**src/rtl/cache_ring_node.sv**
```systemverilog
// rtl/cache_ring_node.sv - ring transport stage: hold slot, forward/retire, request inject, line lock
// Message layout, MSB first: {read, inval, reply, ttl, tag, index, data}.
module cache_ring_node #(
    parameter int NODES   = 4,
    parameter int TAG_W   = 8,
    parameter int INDEX_W = 4,
    parameter int DATA_W  = 32,
    localparam int TTL_W  = (NODES > 2) ? $clog2(NODES) : 1,
    localparam int REQ_W  = 3 + TTL_W + TAG_W + INDEX_W + DATA_W
) (
    input  logic               clk,
    input  logic               rst_n,

    input  logic [REQ_W-1:0]   in_data,
    input  logic               in_data_valid,
    input  logic               in_data_ready,
    output logic [REQ_W-1:0]   in_hold,
    output logic               in_hold_valid,
    output logic               last_hop,

    output logic [REQ_W-1:0]   out_data,
    output logic               out_data_valid,
    input  logic               out_data_ready,
    output logic               out_stall,
    output logic               may_send,

    input  logic               send,
    input  logic               send_read,
    input  logic               send_inval,
    input  logic               set_reply,
    input  logic [TAG_W-1:0]   core_tag,
    input  logic [INDEX_W-1:0] core_index,
    input  logic [DATA_W-1:0]  data_rd,

    input  logic               lock_line,
    input  logic               unlock_line,
    output logic               locked
);

    localparam int IDX_LSB   = DATA_W;
    localparam int TAG_LSB   = IDX_LSB + INDEX_W;
    localparam int TTL_LSB   = TAG_LSB + TAG_W;
    localparam int REPLY_BIT = TTL_LSB + TTL_W;

    localparam logic [TTL_W-1:0] TTL_INIT = TTL_W'(NODES - 1);

    logic [REQ_W-1:0] hold_q;
    logic             hold_v;
    logic [REQ_W-1:0] out_q;
    logic             out_v;
    logic             locked_q;

    logic [TTL_W-1:0] hold_ttl;
    logic             consume;
    logic             forward;
    logic             load_hold;
    logic             load_out;
    logic [REQ_W-1:0] fwd_req;
    logic [REQ_W-1:0] inj_req;
    logic [REQ_W-1:0] next_out;

    assign hold_ttl  = hold_q[TTL_LSB +: TTL_W];
    assign last_hop  = (hold_ttl == '0);
    assign consume   = hold_v && in_data_ready;
    // ttl==0 messages are retired here, so the decrement below never wraps
    assign forward   = consume && !last_hop;
    assign load_hold = in_data_valid && in_data_ready;
    assign load_out  = forward || send;

    always_comb begin
        fwd_req = hold_q;
        fwd_req[TTL_LSB +: TTL_W] = hold_ttl - TTL_W'(1);
        if (set_reply) begin
            fwd_req[REPLY_BIT]     = 1'b1;
            fwd_req[DATA_W-1:0]    = data_rd;
        end
    end

    assign inj_req  = {send_read, send_inval, 1'b0, TTL_INIT, core_tag, core_index, data_rd};
    assign next_out = forward ? fwd_req : inj_req;

    always_ff @(posedge clk or negedge rst_n) begin
        if (!rst_n) begin
            hold_q <= '0;
            hold_v <= 1'b0;
        end else if (load_hold) begin
            hold_q <= in_data;
            hold_v <= 1'b1;
        end else if (consume) begin
            hold_v <= 1'b0;
        end
    end

    always_ff @(posedge clk or negedge rst_n) begin
        if (!rst_n) begin
            out_q <= '0;
            out_v <= 1'b0;
        end else if (load_out) begin
            out_q <= next_out;
            out_v <= 1'b1;
        end else if (out_v && out_data_ready) begin
            out_v <= 1'b0;
        end
    end

    // unlock has priority over a simultaneous lock request
    always_ff @(posedge clk or negedge rst_n) begin
        if (!rst_n) begin
            locked_q <= 1'b0;
        end else if (unlock_line) begin
            locked_q <= 1'b0;
        end else if (lock_line && send) begin
            locked_q <= 1'b1;
        end
    end

    assign in_hold        = hold_q;
    assign in_hold_valid  = hold_v;
    assign out_data       = out_q;
    assign out_data_valid = out_v;
    assign out_stall      = out_v;
    assign may_send       = !out_v || out_data_ready;
    assign locked         = locked_q;

endmodule

```
**config.mk**
```make
export PLATFORM = sky130hd
export DESIGN_NAME = cache_ring_node
export DESIGN_NICKNAME = d
export VERILOG_FILES = /design/src/rtl/cache_ring_node.sv
export SDC_FILE = /design/constraint.sdc
export NUM_CORES = 1
export LEC_CHECK = 0
export ABC_AREA = 1
export CORE_UTILIZATION = 46
export DETAILED_ROUTE_END_ITERATION = 16
export GPL_ROUTABILITY_DRIVEN = 0
export PLACE_DENSITY = 0.87
export SYNTH_ARGS = -nofsm -noshare
export SYNTH_HDL_FRONTEND = slang
export SYNTH_SLANG_ARGS = --single-unit
```
**constraint.sdc**
```tcl
create_clock -name clk -period 4.2 [get_ports clk]
set_input_delay 0.63 -clock clk [delete_from_list [all_inputs] [get_ports clk]]
set_output_delay 0.63 -clock clk [all_outputs]
set_load 0.01 [all_outputs]
```
== After elaboration in Yosys (flattened, before gate mapping) ==
Cells that the tools add are included.

* Add/subtract/negate cells: 1
* Muxes and demuxes: 9
* Reduce and logical (&&, ||, !) cells: 13

{| class="wikitable"
|+ Operators by type and width
! operator !! number
|-
| $mux W49 || 1
|-
| $mux W32 || 1
|-
| $mux W1 || 7
|-
| $reduce_bool A2 Y1 || 3
|-
| $logic_and A1 B1 Y1 || 5
|-
| $logic_not A1 Y1 || 2
|-
| $logic_not A2 Y1 || 1
|-
| $logic_or A1 B1 Y1 || 2
|-
| $sub A2 B1 Y2 const B || 1
|}

* Register bits after elaboration: 101
* Bits of input ports: 104
* Output and inout bits: 104

== Longest topological paths before layout ==
* Depth in word-level cells: 5
* Depth in mapped cells: 10
* Gate-level depth less buffers: 8

== Worst setup path after synthesis ==
No wires, ideal clock.

* Path type: reg-to-reg
* From: register hold_q[44], in the netlist in_hold[44]
* To: register out_q[14], in the netlist out_data[14]
* Arrival time: 1.408 ns
* Slack: 2.675 ns
* Cell stages (with the launch flop): 11
* Path buffers: 2
* Cells stage by stage: dfrtp_1 > inv_1 > ha_1 > inv_1 > nand3_2 > nand2_2 > inv_2 > buf_4 > buf_6 > nand2_1 > nand2_1

* Word-level cells in the longest chain between the ends: 4
* Elaborated cells between the ends (all ways): 5

{| class="wikitable"
|+ RTL lines
! element !! line !! RTL
|-
| from (decl) || 47 || <nowiki>logic [REQ_W-1:0] hold_q;</nowiki>
|-
| from (signal assigned) || 87 || <nowiki>hold_q <= in_data;</nowiki>
|-
| $logic_not A2 Y1 * || 63 || <nowiki>assign last_hop = (hold_ttl == '0);</nowiki>
|-
| via last_hop || 19 || <nowiki>output logic last_hop,</nowiki>
|-
| $logic_not A1 Y1 * || 66 || <nowiki>assign forward = consume && !last_hop;</nowiki>
|-
| $logic_and A1 B1 Y1 * || 66 ||
|-
| $mux W49 or $logic_or A1 B1 Y1 (tied branches) || 80, 68 ||
|-
| to (signal assigned) || 99 || <nowiki>out_q <= next_out;</nowiki>
|-
| to (decl) || 49 || <nowiki>logic [REQ_W-1:0] out_q;</nowiki>
|}

Mark *: on every way through the listed nets, which the timed path passes. The rest lies on a longest branch.
A chain may end at the register's enable or synchronous reset.

== Final worst setup path ==
* From: register hold_q[44], in the netlist in_hold[44]
* To: register out_q[40], in the netlist out_data[40]

* Word-level cells in the longest chain between the ends: 4
* Elaborated cells between the ends (all ways): 5

{| class="wikitable"
|+ RTL lines
! element !! line
|-
| $logic_not A2 Y1 * || 63
|-
| $logic_not A1 Y1 * || 66
|-
| $logic_and A1 B1 Y1 * || 66
|-
| $mux W49 or $logic_or A1 B1 Y1 (tied branches) || 80, 68
|}

Mark *: on every way between the ends. The rest lies on a longest branch, timed or not.

==> results.tsv <==
metric	value	unit
outcome	completed	
fillers	762	
area of the mapped netlist	4710	um2
all-layer global routing usage	25.9	%
WL final	13300	um
R2R setup slack	1790	ps
clk buf depth	2	
detailed router's first-iteration violation count	163	
setup violators final	0	
CTS tree	done	
antenna violations before repair	0	
Worst Setup End Kind	register	
YS warnings	0	
crit-path max FO	48	
Layout area overhead	48.7	%
GRT overflow	0	
Max-cap violations	0	
leakage	0.00337	uW
Yosys top cell area share	53.6	%
register area	2530	um2
Antenna Nets Post-Route	0	
area used by multi-input combinational logic	1980	um2
fin crit share	57.3	%
Final Hold Viols	0	
most area-consuming cells after synthesis	dfrtp_1 (54%), nand2_1 (26%), mux2_2 (11%), nand3_1 (3.0%), buf_2 (1.9%)	
Cell Rows	36	
# H-tree levels	3	
crit path time final	2410	ps
Gate Count Post-Synth	556	
clk slew on worst S/H paths	100	ps
global-route wire length before repair	21100	um
Routed WL per cell	15.0	um
syn nets	661	
Vias	4387	
Worst Path Arrival	2710	ps
initial core utilization	47.8	%
DR vias/cell	4.97	
latest clock arrival within the worst-skew pair	360	ps
Clock Root Buffer	clkbuf_8	
Post-CTS Setup Repair Bufs	0	
antenna cells	0	
CP Launch Type	register	
Final Skew	11.4	ps
vias in the first global route	4358	
drt first pass iters	4	
Slew headroom	22.2	%
Final nets	851	
RR Startpoint	in_hold[44]$_DFFE_PN0P_	
class of the worst hold path	in -> async	
largest net degree at the start of global routing	73	
# IOs	208	
synth unique cells	21	
Req. time, crit path	4500	ps
Peak VDD IR	209	uV
Die Span Y	103	um
CTS-repair resized insts	0	
clock sinks	101	
DRC errors left	0	
r2r endpoint	out_data[40]$_DFFE_PN0P_	
Chip Width	103	um
Core Region	9860	um2
sequential area share after synthesis	53.6	%
clock buffer count from CTS	9	
hold buffer count at CTS	0	
I/O Buffers	207	
Max Clk Rate	416	MHz
RSZ-0062 raised after global routing	false	
worst hold slack	380	ps
Seq cells post-synth	101	
Least-Margin Pin Slew	1160	ps
Pins Over Slew Limit	0	
Die ar.	10700	um2
DP HPWL	9330	um
synthesized area per cell	8.48	um2
share of cells above drive strength 1	9.73	%
setup TNS	0	ps
P per Cell Area	375	nW/um2
r2r worst-path depth	9	
Crit Path Class	reg -> reg	
area leader, netlist	dfrtp_1	
==> synthesized netlist by cell type, drive strengths merged <==
library cell and n:
a21oi 3, buf 27, nor2 7, inv 8, nand2 324, ha 1, nand3 29, o21ai 2
clkbuf 6, dfrtp 101, mux2 47, o21a 1
==> through the flow <==
step	utilization, %	instances	instance area, um2	total power (uW)	setup WS, ps
finish	71.1	883	7010	2630	1790
global route	71.1	883	7010	2770	1500
CTS	71.1	883	7010	2650	1790
detailed placement	69.0	868	6810	2020	1420
global placement	69.0	868	6810	1990	1520
floorplan	-	556	4710	1530	2670
==> critical path: stages (launching register included) <==
cell and delay (ps):
dfrtp_1 390, inv_1 100, ha_1 280, inv_1 80, nand3_2 60, buf_4 440, nand2_2 110, inv_2 610
nand2_1 160, nand3_1 110
==> layout make-up <==
cell class	instances	share of cell area [%]
sequential	101	36.1
timing repair buffer	212	30.1
multi-input combinational	414	28.2
tap	133	2.37
clock buffer	11	2.16
clock inverter	4	0.678
inverter	8	0.428
==> power by group <==
part	switching (uW)	leakage, uW	total [uW]	internal, uW
sequential	97.5	0.00121	1210	1110
clock	331	0.000101	634	303
combinational	339	0.00207	784	446
total	767	0.00337	2630	1860
==> cells in the final DEF (no fill, tap or decap), drive strengths merged <==
| master | netlist | layout |
|---|---|---|
| nand2 | 324 | 324 |
| clkdlybuf4s50 | 0 | 206 |
| dfrtp | 101 | 101 |
| mux2 | 47 | 47 |
| nand3 | 29 | 29 |
| clkbuf | 6 | 11 |
| inv | 8 | 8 |
| nor2 | 7 | 7 |
| buf | 27 | 6 |
| a21oi | 3 | 3 |
| clkinv | 0 | 2 |
| o21ai | 2 | 2 |
| o21a | 1 | 1 |
| ha | 1 | 1 |
| bufinv | 0 | 1 |
| clkinvlp | 0 | 1 |
==> cell families after synthesis <==
group	Yosys count	synth area share, %
AO/OA/AOI/OAI	6	0.690
AND/OR/NAND/NOR	360	29.6
buffers and inverters	41	4.56
multiplexers	47	11.2
flip-flops	101	53.6
adder cells (fa/ha/maj)	1	0.265
==> worst max path at each step <==
stage,endpoint,cells after the start,slack [ps],from
5_1_grt,out_data[32]$_DFFE_PN0P_,9,1500,in_hold[44]$_DFFE_PN0P_
2_1_floorplan,out_data[14]$_DFFE_PN0P_,10,2670,in_hold[44]$_DFFE_PN0P_
4_1_cts,out_data[40]$_DFFE_PN0P_,9,1790,in_hold[44]$_DFFE_PN0P_
6_report,out_data[40]$_DFFE_PN0P_,9,1790,in_hold[44]$_DFFE_PN0P_
3_3_place_gp,in_hold[35]$_DFFE_PN0P_,4,1520,in_data_ready
3_5_place_dp,in_hold[38]$_DFFE_PN0P_,4,1420,in_data_ready
==> flip-flops by register name, summed over array words and instances, names as in the netlist <==
register and cells:
out_data 49, out_data_valid 1, in_hold 49, in_hold_valid 1, locked 1
==> routing by layer <==
| layer | vias up | routed length, um | GRT usage (%) |
|---|---|---|---|
| met4 | 0 | 289 | 10.3 |
| met3 | 22 | 832 | 5.44 |
| met1 | 2094 | 5390 | 31.6 |
| met5 | - | 0 | 0 |
| met2 | 165 | 6760 | 45.2 |
| li1 | 2106 | - | - |
Power figures use the tool's default switching activity.
